--- src/rtl/nn_infer_sched_pkg.sv ---
// Shared constants, state encodings and the output clamp for the 9-2-9 inference sequencer.
package nn_pkg;

    localparam int N_IN  = 9;
    localparam int N_OUT = 9;
    localparam int W     = 20;

    localparam logic signed [W-1:0] ONE = 20'sh10000;

    localparam logic [1:0] S_IDLE = 2'd0;
    localparam logic [1:0] S_HID  = 2'd1;
    localparam logic [1:0] S_OUT  = 2'd2;
    localparam logic [1:0] S_DONE = 2'd3;

    // One row of the output-neuron ROM selected by dp_sel.
    typedef struct packed {
        logic signed [W-1:0] wn_1;
        logic signed [W-1:0] wn_2;
        logic signed [W-1:0] b_neuron;
    } wrom_entry_t;

    function automatic logic signed [W-1:0] clamp_unit(input logic signed [W-1:0] v);
        if (v < 0)
            return '0;
        else if (v > ONE)
            return ONE;
        else
            return v;
    endfunction

endpackage

--- src/rtl/nn_infer_sched_if.sv ---
// Input-vector and output-frame handshakes of the inference sequencer.
interface nn_infer_sched_if;
    import nn_pkg::*;

    logic                 in_valid;
    logic                 in_ready;
    logic [N_IN-1:0]      x;
    logic                 out_valid;
    logic                 out_ready;
    logic [N_OUT*W-1:0]   y_flat;

    modport master (
        output in_valid, x, out_ready,
        input  in_ready, out_valid, y_flat
    );

    modport slave (
        input  in_valid, x, out_ready,
        output in_ready, out_valid, y_flat
    );

endinterface

--- src/rtl/nn_infer_sched_ybank.sv ---
// Result bank: clamps the shared sigmoid output into slot cap_idx and tracks range errors.
module nn_infer_sched_ybank
    import nn_pkg::*;
(
    input  logic                  clk,
    input  logic                  rst_n,
    input  logic                  cap_en,
    input  logic [3:0]            cap_idx,
    input  logic signed [W-1:0]   dp_sig,
    input  logic                  clr_err,
    output logic [N_OUT*W-1:0]    y_flat,
    output logic                  range_err
);

    logic signed [W-1:0] y_q [N_OUT];
    logic signed [W-1:0] y_d [N_OUT];
    logic                range_err_q, range_err_d;
    logic signed [W-1:0] sig_clamped;

    assign sig_clamped = clamp_unit(dp_sig);

    always_comb begin
        y_d = y_q;
        range_err_d = range_err_q;
        if (clr_err)
            range_err_d = 1'b0;
        if (cap_en) begin
            y_d[cap_idx] = sig_clamped;
            if (sig_clamped != dp_sig)
                range_err_d = 1'b1;
        end
    end

    always_ff @(posedge clk or negedge rst_n) begin
        if (!rst_n) begin
            for (int k = 0; k < N_OUT; k++)
                y_q[k] <= '0;
            range_err_q <= 1'b0;
        end else begin
            y_q         <= y_d;
            range_err_q <= range_err_d;
        end
    end

    always_comb begin
        y_flat = '0;
        for (int k = 0; k < N_OUT; k++)
            y_flat[k*W +: W] = y_q[k];
    end

    assign range_err = range_err_q;

endmodule

--- src/rtl/nn_infer_sched.sv ---
// Sequencer for one inference: latch X, let the hidden layer settle, then walk the
// shared output neuron through indices 0..N_OUT-1 and present the clamped frame.
//   state  | meaning
//   S_IDLE | ready for a new X
//   S_HID  | X held, hidden layer settling
//   S_OUT  | stepping dp_sel through output slots, capturing on each slot's last cycle
//   S_DONE | frame valid, waiting for out_ready
module nn_infer_sched
    import nn_pkg::*;
#(
    parameter int HID_CYCLES = 4,
    parameter int OUT_CYCLES = 2
) (
    input  logic                  clk,
    input  logic                  rst_n,
    nn_infer_sched_if.slave       bus,
    output logic [N_IN-1:0]       dp_x,
    output logic [3:0]            dp_sel,
    input  logic signed [W-1:0]   dp_sig,
    output logic                  range_err,
    output logic                  busy
);

    localparam int MAX_CYC = (HID_CYCLES > OUT_CYCLES) ? HID_CYCLES : OUT_CYCLES;
    localparam int CNT_W   = $clog2(MAX_CYC) + 1;

    logic [1:0]        state_q, state_d;
    logic [CNT_W-1:0]  wait_cnt_q, wait_cnt_d;
    logic [3:0]        sel_q, sel_d;
    logic [N_IN-1:0]   dp_x_q, dp_x_d;
    logic              cap_en;
    logic              accept;

    always_comb begin
        state_d    = state_q;
        wait_cnt_d = wait_cnt_q;
        sel_d      = sel_q;
        dp_x_d     = dp_x_q;
        cap_en     = 1'b0;
        accept     = 1'b0;
        case (state_q)
            S_IDLE: begin
                if (bus.in_valid) begin
                    accept     = 1'b1;
                    dp_x_d     = bus.x;
                    wait_cnt_d = '0;
                    state_d    = S_HID;
                end
            end
            S_HID: begin
                if (wait_cnt_q == CNT_W'(HID_CYCLES - 1)) begin
                    sel_d      = '0;
                    wait_cnt_d = '0;
                    state_d    = S_OUT;
                end else begin
                    wait_cnt_d = wait_cnt_q + CNT_W'(1);
                end
            end
            S_OUT: begin
                if (wait_cnt_q == CNT_W'(OUT_CYCLES - 1)) begin
                    cap_en = 1'b1;
                    if (sel_q == 4'(N_OUT - 1)) begin
                        state_d = S_DONE;
                    end else begin
                        sel_d      = sel_q + 4'd1;
                        wait_cnt_d = '0;
                    end
                end else begin
                    wait_cnt_d = wait_cnt_q + CNT_W'(1);
                end
            end
            S_DONE: begin
                if (bus.out_ready)
                    state_d = S_IDLE;
            end
            default: state_d = S_IDLE;
        endcase
    end

    always_ff @(posedge clk or negedge rst_n) begin
        if (!rst_n) begin
            state_q    <= S_IDLE;
            wait_cnt_q <= '0;
            sel_q      <= '0;
            dp_x_q     <= '0;
        end else begin
            state_q    <= state_d;
            wait_cnt_q <= wait_cnt_d;
            sel_q      <= sel_d;
            dp_x_q     <= dp_x_d;
        end
    end

    nn_infer_sched_ybank u_ybank (
        .clk       (clk),
        .rst_n     (rst_n),
        .cap_en    (cap_en),
        .cap_idx   (sel_q),
        .dp_sig    (dp_sig),
        .clr_err   (accept),
        .y_flat    (bus.y_flat),
        .range_err (range_err)
    );

    assign bus.in_ready  = (state_q == S_IDLE);
    assign bus.out_valid = (state_q == S_DONE);
    assign busy          = (state_q != S_IDLE);
    assign dp_x          = dp_x_q;
    assign dp_sel        = sel_q;

endmodule
--- src/flat_wrapper.sv ---
// flat-port wrapper written by rule: the top's interface ports become plain ports
module nn_infer_sched_flat import nn_pkg::*;
#(
    parameter int HID_CYCLES = 4,
    parameter int OUT_CYCLES = 2
)
  (clk, rst_n, dp_x, dp_sel, dp_sig, range_err, busy, bus_in_valid, bus_x, bus_out_ready, bus_in_ready, bus_out_valid, bus_y_flat);
  nn_infer_sched_if bus_i ();
  input  logic clk;
  input  logic rst_n;
  output logic [N_IN-1:0] dp_x;
  output logic [3:0] dp_sel;
  input  logic signed [W-1:0] dp_sig;
  output logic range_err;
  output logic busy;
  input wire logic [$bits(bus_i.in_valid)-1:0] bus_in_valid;
  input wire logic [$bits(bus_i.x)-1:0] bus_x;
  input wire logic [$bits(bus_i.out_ready)-1:0] bus_out_ready;
  output wire logic [$bits(bus_i.in_ready)-1:0] bus_in_ready;
  output wire logic [$bits(bus_i.out_valid)-1:0] bus_out_valid;
  output wire logic [$bits(bus_i.y_flat)-1:0] bus_y_flat;
  assign bus_i.in_valid = bus_in_valid;
  assign bus_i.x = bus_x;
  assign bus_i.out_ready = bus_out_ready;
  assign bus_in_ready = bus_i.in_ready;
  assign bus_out_valid = bus_i.out_valid;
  assign bus_y_flat = bus_i.y_flat;
  nn_infer_sched #(.HID_CYCLES(HID_CYCLES), .OUT_CYCLES(OUT_CYCLES)) u_core (.clk(clk), .rst_n(rst_n), .bus(bus_i), .dp_x(dp_x), .dp_sel(dp_sel), .dp_sig(dp_sig), .range_err(range_err), .busy(busy));
endmodule
--- config.mk ---
export PLATFORM = sky130hd
export DESIGN_NAME = nn_infer_sched_flat
export DESIGN_NICKNAME = d
export VERILOG_FILES = /design/src/rtl/nn_infer_sched_pkg.sv /design/src/rtl/nn_infer_sched_if.sv /design/src/rtl/nn_infer_sched_ybank.sv /design/src/rtl/nn_infer_sched.sv /design/src/flat_wrapper.sv
export SDC_FILE = /design/constraint.sdc
export NUM_CORES = 1
export LEC_CHECK = 0
export CAP_MARGIN = 30
export CORE_ASPECT_RATIO = 0.7
export CORE_MARGIN = 3
export CORE_UTILIZATION = 45
export CTS_CLUSTER_SIZE = 10
export DETAILED_ROUTE_END_ITERATION = 8
export PLACE_DENSITY = 0.85
export SLEW_MARGIN = 40
export SYNTH_ARGS = -nofsm -noshare
export SYNTH_HDL_FRONTEND = slang
export SYNTH_HIERARCHICAL = 1
export SYNTH_SLANG_ARGS = --single-unit
--- constraint.sdc ---
create_clock -name clk -period 3.4 [get_ports clk]
set_input_delay 0.51 -clock clk [delete_from_list [all_inputs] [get_ports clk]]
set_output_delay 0.51 -clock clk [all_outputs]
set_load 0.05 [all_outputs]
# ---- Word level (Yosys, flattened, before mapping)
# Cells that the tools add are included.
dict set report word_totals {
  register_bits 199
  in_bits 33
  output_inout_bits 197
  elab_cells 71
}
dict set report classes {
  n_addsub 2
  n_lt_le_gt_ge 4
  n_eq_ne 14
  muxes 27
  bitwise 1
  n_reduce_logical 9
}
# op count
set ops {}
lappend ops {{$bwmux W180} 1}
lappend ops {{$demux W20 S4} 1}
lappend ops {{$mux W20} 3}
lappend ops {{$gt A20 B18 Y1 const B} 1}
lappend ops {{$lt A20 B1 Y1 const B} 1}
lappend ops {{$ne A20 B20 Y1} 1}
lappend ops {{$mux W3} 4}
lappend ops {{$mux W4} 3}
lappend ops {{$mux W2} 5}
lappend ops {{$pmux W3 S3} 1}
lappend ops {{$pmux W2 S4} 1}
lappend ops {{$pmux W4 S2} 1}
lappend ops {{$mux W1} 7}
lappend ops {{$ne A2 B1 Y1 const B} 3}
lappend ops {{$ne A2 B2 Y1 const B} 3}
lappend ops {{$ge A5 B5 Y1 const B} 1}
lappend ops {{$lt A5 B1 Y1 const B} 1}
lappend ops {{$not A4 Y5} 1}
lappend ops {{$reduce_and A5 Y1} 1}
lappend ops {{$add A4 B1 Y4 const B} 1}
lappend ops {{$eq A2 B2 Y1 const B} 2}
lappend ops {{$eq A4 B4 Y1 const B} 1}
lappend ops {{$reduce_and A4 Y1} 1}
lappend ops {{$reduce_bool A2 Y1} 2}
lappend ops {{other kinds (10)} 10}

# ---- Longest topological paths before layout
# Gate-level depths: netlist (run 1).
dict set report logic_depth {
  depth_word 6
  mapped_depth 10
  depth_no_buf 7
}

# ---- Cells and area by module
# Netlist (run 1), hierarchy kept.
# mod instances cells_per_inst area_each_um2 seq_area_each_um2
set modules_own_cells {}
lappend modules_own_cells {nn_infer_sched_ybank 1 588 6613.8 4304.1}
lappend modules_own_cells {nn_infer_sched 1 95 1077.3 450.4}

# ---- Worst setup path before layout (run 1)
# Ideal clock, no wire load.
dict set report synth_path {
  kind {register to register}
  startpoint {register u_core.state_q[0]}
  endpoint {register u_core.state_q[1]}
  setup_time_ns 0.125
  arrival_ns 2.078
  required_time_ns 3.275
  path_slack_ns 1.197
  path_stages_with_launch 7
  n_path_buf 0
  synth_period_minus_slack_ns 2.203
  path_cell_list {dfrtp_1 inv_1 ha_1 inv_1 a2bb2oi_2 nand3_2 mux2_4}
}
dict set report synth_via {
  elab_chain_cells 3
  word_cells_on_any_way 11
  classes_between {eq/ne (8); mux (1); reduce/logical (2)}
}
# element line_no
set synth_rtl {}
lappend synth_rtl {{start: declaration} nn_infer_sched.sv:27} ;# logic [1:0] state_q, state_d;
lappend synth_rtl {{start signal: assignment} nn_infer_sched.sv:87} ;# state_q <= state_d;
lappend synth_rtl {{$logic_not A2 Y1 (*)} --}
lappend synth_rtl {{net bus_in_ready} flat_wrapper.sv:19} ;# output wire logic [$bits(bus_i.in_ready)-1:0] bus_in_ready;
lappend synth_rtl {{$ne A2 B2 Y1 (no source line)} --}
lappend synth_rtl {{$reduce_and A5 Y1 (no source line)} --}
# Mark *: on every way through the listed nets, which the timed path passes. The rest lies on a longest branch.
# A chain may end at the register's enable or synchronous reset.

# ---- Worst setup path in the final report (run 1)
dict set report layout_path {
  startpoint {register u_core.state_q[0]}
  endpoint {register u_core.u_ybank.y_q (netlist bit u_core/u_ybank/y_flat[16])}
}
dict set report layout_via {
  elab_chain_cells 2
}
# element line_no
set layout_rtl {}
lappend layout_rtl {{$eq A2 B2 Y1} nn_infer_sched.sv:41} ;# case (state_q)
lappend layout_rtl {{$mux W1} nn_infer_sched.sv:41}
lappend layout_rtl {{net u_core.cap_en} nn_infer_sched.sv:31} ;# logic cap_en;
lappend layout_rtl {{end signal: assignment} nn_infer_sched_ybank.sv:40} ;# y_q <= y_d;
lappend layout_rtl {{end: declaration} nn_infer_sched_ybank.sv:15} ;# logic signed [W-1:0] y_q [N_OUT];
# The timed path passes the listed nets, and every way through them passes these cells.

==> reports/results.tsv, run 1 <==
metric	value	unit
num-nets-final	929	
finalHoldViolCount	0	
antenna_found_initial	0	
cp_max_fo	19	
fmaxAchievable	0.345	GHz
post_cts.repair.setup_buffers	0	
netlist_instances	683	
start_util	46.5	%
cts_max_level	4	
maxSlewHeadroom	48.2	%
hold_path_class	input port to asynchronous set/reset pin	
cp.required	3.71	ns
grt_use_met3	9.18	%
rows	39	
detailedPlacementHpwl	16300	um
vias	6387	
synthXorXnorAreaFrac	0	%
tritoncts.num_buffers	17	
placedInstanceArea	10000	um2
grt_pass1_vias	6268	
synth.yosys.warnings	6	
groute.layer.met2.usage	39.7	%
synth_largest_area_cell	sky130_fd_sc_hd__dfrtp_1	
netlist-cell-type-count	49	
antenna_violating_nets_post_route	0	
synth_top_family_by_area	compound AO/OA/AOI/OAI gates	
cts_tree	built	
cts_repair_resize_count	0	
synth_area_leaders	sky130_fd_sc_hd__dfrtp_1 62%, sky130_fd_sc_hd__o21ai_0 17%, sky130_fd_sc_hd__mux2i_1 2.1%	
boundaryPins	230	
global_route.peak_usage_layer	met2	
yosys.area_share.adder	1.79	%
postCtsHoldBufs	0	
setup-violations-final	0	
route.final.wire_length	24100	um
avgViaCountPerCell	5.69	
post_route_cells_drive_above_1_share	8.13	%
synth_simple_gate_area_share	6.93	%
mean_instance_size_in_the_synthesized_netlist	11.3	um2
min_period	2.90	ns
fp.dieArea	18700	um2
totalNegativeSetupSlack	0	ns
syn-cell-area	7690	um2
worst_clock_skew_on_the_final_layout	0.0157	ns
power.static_leakage	4.60	nW
synth_seq_cells	190	
clock-root-buffer	sky130_fd_sc_hd__clkbuf_16	
floorplan.core_area	16500	um2
cts_sinks	190	
yosysTopAreaCellShare	61.8	%
grt_overflow_total	0	
cellPowerDensity	642	nW/um2
worstSetupEndpointType	flip-flop	
fp.dieH	115	um
ctsLongestPathBuffers	2	
post_synth_mux_area_share	4.96	%
rsz0062_at_grt	no	
number_of_remaining_drc_errors	0	
cts.clk_slew.worst_paths	0.07	ns
global_route.usage.total	25.9	%
detailedRoute.firstPassIterationCount	6	
die_w	162	um
grt_first_pass_wirelength	36700	um
largest_net_degree_at_the_start_of_global_routing	80	
place.gp.congestion	0.856	
clock_insertion_delay_worst_skew	0.43	ns
gr-usage-met1	34.9	%
critPathKind	flip-flop to flip-flop	
timing.final.max_slew_violations	0	
vdd_drop_max	0.410	mV
drt_first_iter_violations	622	
totalPowerFinal	0.00681	W
status	finished, final reports clean	
layout_worst_path_cycle_share	85.2	%
route.detailed.wl_per_inst	21.5	um
slew_of_the_pin_with_the_lowest_slew_margin	0.775	ns
part_of_the_yosys_area_used_for_sequential_elements	61.8	%
finish.instance_area	10600	um2
critPathLaunchType	flip-flop	
portBuffers	220	
n_antenna_cell	0	
cp_data_arrival_time	3.21	ns
cap_viol_max_count	0	
synth-compound-area-share	19.0	%
synthToLayoutAreaGrowth	37.8	%
## cells in the final DEF, fill, tap and decap left out, types with 2 or more instances in the layout
cell,Yosys,final
sky130_fd_sc_hd__a21oi_1,2,2
sky130_fd_sc_hd__and2_1,19,19
sky130_fd_sc_hd__buf_4,9,11
sky130_fd_sc_hd__clkbuf_16,0,17
sky130_fd_sc_hd__clkbuf_8,0,2
sky130_fd_sc_hd__clkdlybuf4s50_1,0,219
sky130_fd_sc_hd__clkinv_4,0,2
sky130_fd_sc_hd__clkinvlp_4,0,3
sky130_fd_sc_hd__conb_1,1,9
sky130_fd_sc_hd__dfrtp_1,190,190
sky130_fd_sc_hd__ha_1,11,11
sky130_fd_sc_hd__inv_1,30,30
sky130_fd_sc_hd__inv_6,0,2
sky130_fd_sc_hd__inv_8,0,4
sky130_fd_sc_hd__mux2_1,9,9
sky130_fd_sc_hd__mux2_2,8,8
sky130_fd_sc_hd__mux2_4,2,2
sky130_fd_sc_hd__mux2i_1,16,16
sky130_fd_sc_hd__nand2_1,9,9
sky130_fd_sc_hd__nand3b_1,19,19
sky130_fd_sc_hd__nand4_1,3,3
sky130_fd_sc_hd__nor2_1,4,3
sky130_fd_sc_hd__nor2b_1,2,2
sky130_fd_sc_hd__nor4_1,4,4
sky130_fd_sc_hd__o21ai_0,256,256
sky130_fd_sc_hd__o21ai_1,8,8
sky130_fd_sc_hd__o311ai_1,2,2
sky130_fd_sc_hd__o31ai_1,2,2
sky130_fd_sc_hd__or2_1,5,5
sky130_fd_sc_hd__or2_2,4,4
## layer usage
layer | up-vias | share of wire (%)
met2 | 364 | 46
met4 | 0 | 2.1
met5 | - | 0
met3 | 40 | 11
met1 | 3222 | 41
li1 | 2761 | -
## synthesized netlist by cell type (all sizes together)
| cell type | count |
|---|---|
| or2b | 1 |
| nand3b | 20 |
| o221ai | 1 |
| dfrtp | 190 |
| a2bb2oi | 1 |
| nand3 | 2 |
| o22a | 1 |
| nand4 | 3 |
| mux2i | 16 |
| nand2 | 10 |
| a31o | 1 |
| o31ai | 2 |
| o311ai | 2 |
| nor2b | 3 |
| nand2b | 1 |
| or3 | 2 |
| and2 | 19 |
| nor2 | 4 |
| conb | 1 |
| inv | 31 |
| mux2 | 19 |
| ha | 11 |
| clkbuf | 35 |
| a32oi | 1 |
| or2 | 9 |
| nor4 | 4 |
| or3b | 1 |
| o22ai | 2 |
| buf | 22 |
| a21oi | 2 |
| nor3 | 2 |
| o21ai | 264 |
## worst paths after layout
kind                                              end  slack, ns  cells after the start                        from
max in group asynchronous  u_core/u_ybank/y_flat[104]       2.35                      2                       rst_n
hold reg to reg            u_core/u_ybank/y_flat[177]       0.49                      1  u_core/u_ybank/y_flat[177]
min in group clk           u_core/u_ybank/y_flat[177]       0.49                      1  u_core/u_ybank/y_flat[177]
hold / removal              u_core/u_ybank/y_flat[57]       0.12                      1                       rst_n
setup reg to reg            u_core/u_ybank/y_flat[16]       0.50                      7           u_core/state_q[0]
setup / recovery            u_core/u_ybank/y_flat[16]       0.50                      7           u_core/state_q[0]
## report_power, final
part	leakage, nW	internal [W]	switching [W]
Combinational	1.72	0.000707	0.00148
Sequential	2.59	0.00247	0.000156
Clock	0.284	0.00106	0.000938
## per-stage QoR
stage	setup WS [ns]	hold slack [ns]	instances	util [%]
2_1_floorplan	1.20	0.214	691	-
3_3_place_gp	0.624	0.470	1091	60.5
3_5_place_dp	0.543	0.470	1091	60.5
4_1_cts	0.530	0.123	1123	64.1
5_1_grt	0.319	0.147	1123	64.1
6_report	0.504	0.116	1123	64.1
## kinds of logic after synthesis
family | after synthesis
muxes | 35
adders and majority gates | 11
buffers and inverters | 88
DFF | 190
AOI/OAI and AO/OA | 277
and+or+nand+nor | 81
other | 1
## state kept, by name, summed over array words and instances (netlist names)
name,count
u_core/state_q,2
u_core/u_ybank/range_err,1
u_core/dp_sel,4
u_core/wait_cnt_q,3
u_core/u_ybank/y_flat,171
u_core/dp_x,9
## worst max-delay path: stages (launching register included)
cell	delay [ns]
sky130_fd_sc_hd__dfrtp_1	0.40
sky130_fd_sc_hd__inv_1	0.13
sky130_fd_sc_hd__ha_1	0.33
sky130_fd_sc_hd__nand3b_1	0.19
sky130_fd_sc_hd__inv_1	0.16
sky130_fd_sc_hd__or3b_2	0.63
sky130_fd_sc_hd__or2_1	0.55
sky130_fd_sc_hd__mux2_2	0.38
## layout make-up
class | instances | area (um2)
clock buffer | 18 | 439
clock inverter | 14 | 154
fill | 1271 | 5940
inverter | 31 | 116
multi-input combinational | 413 | 2550
sequential | 190 | 4750
tap | 225 | 282
timing repair buffer | 232 | 2310
No activity file was read; power rests on OpenSTA's default activity.
==> run 2: changes to the inputs <==
- CTS_CLUSTER_DIAMETER: default -> 80
==> results of run 2 <==
Same layout as run 1: the final DEF is identical, and so are final timing and power.
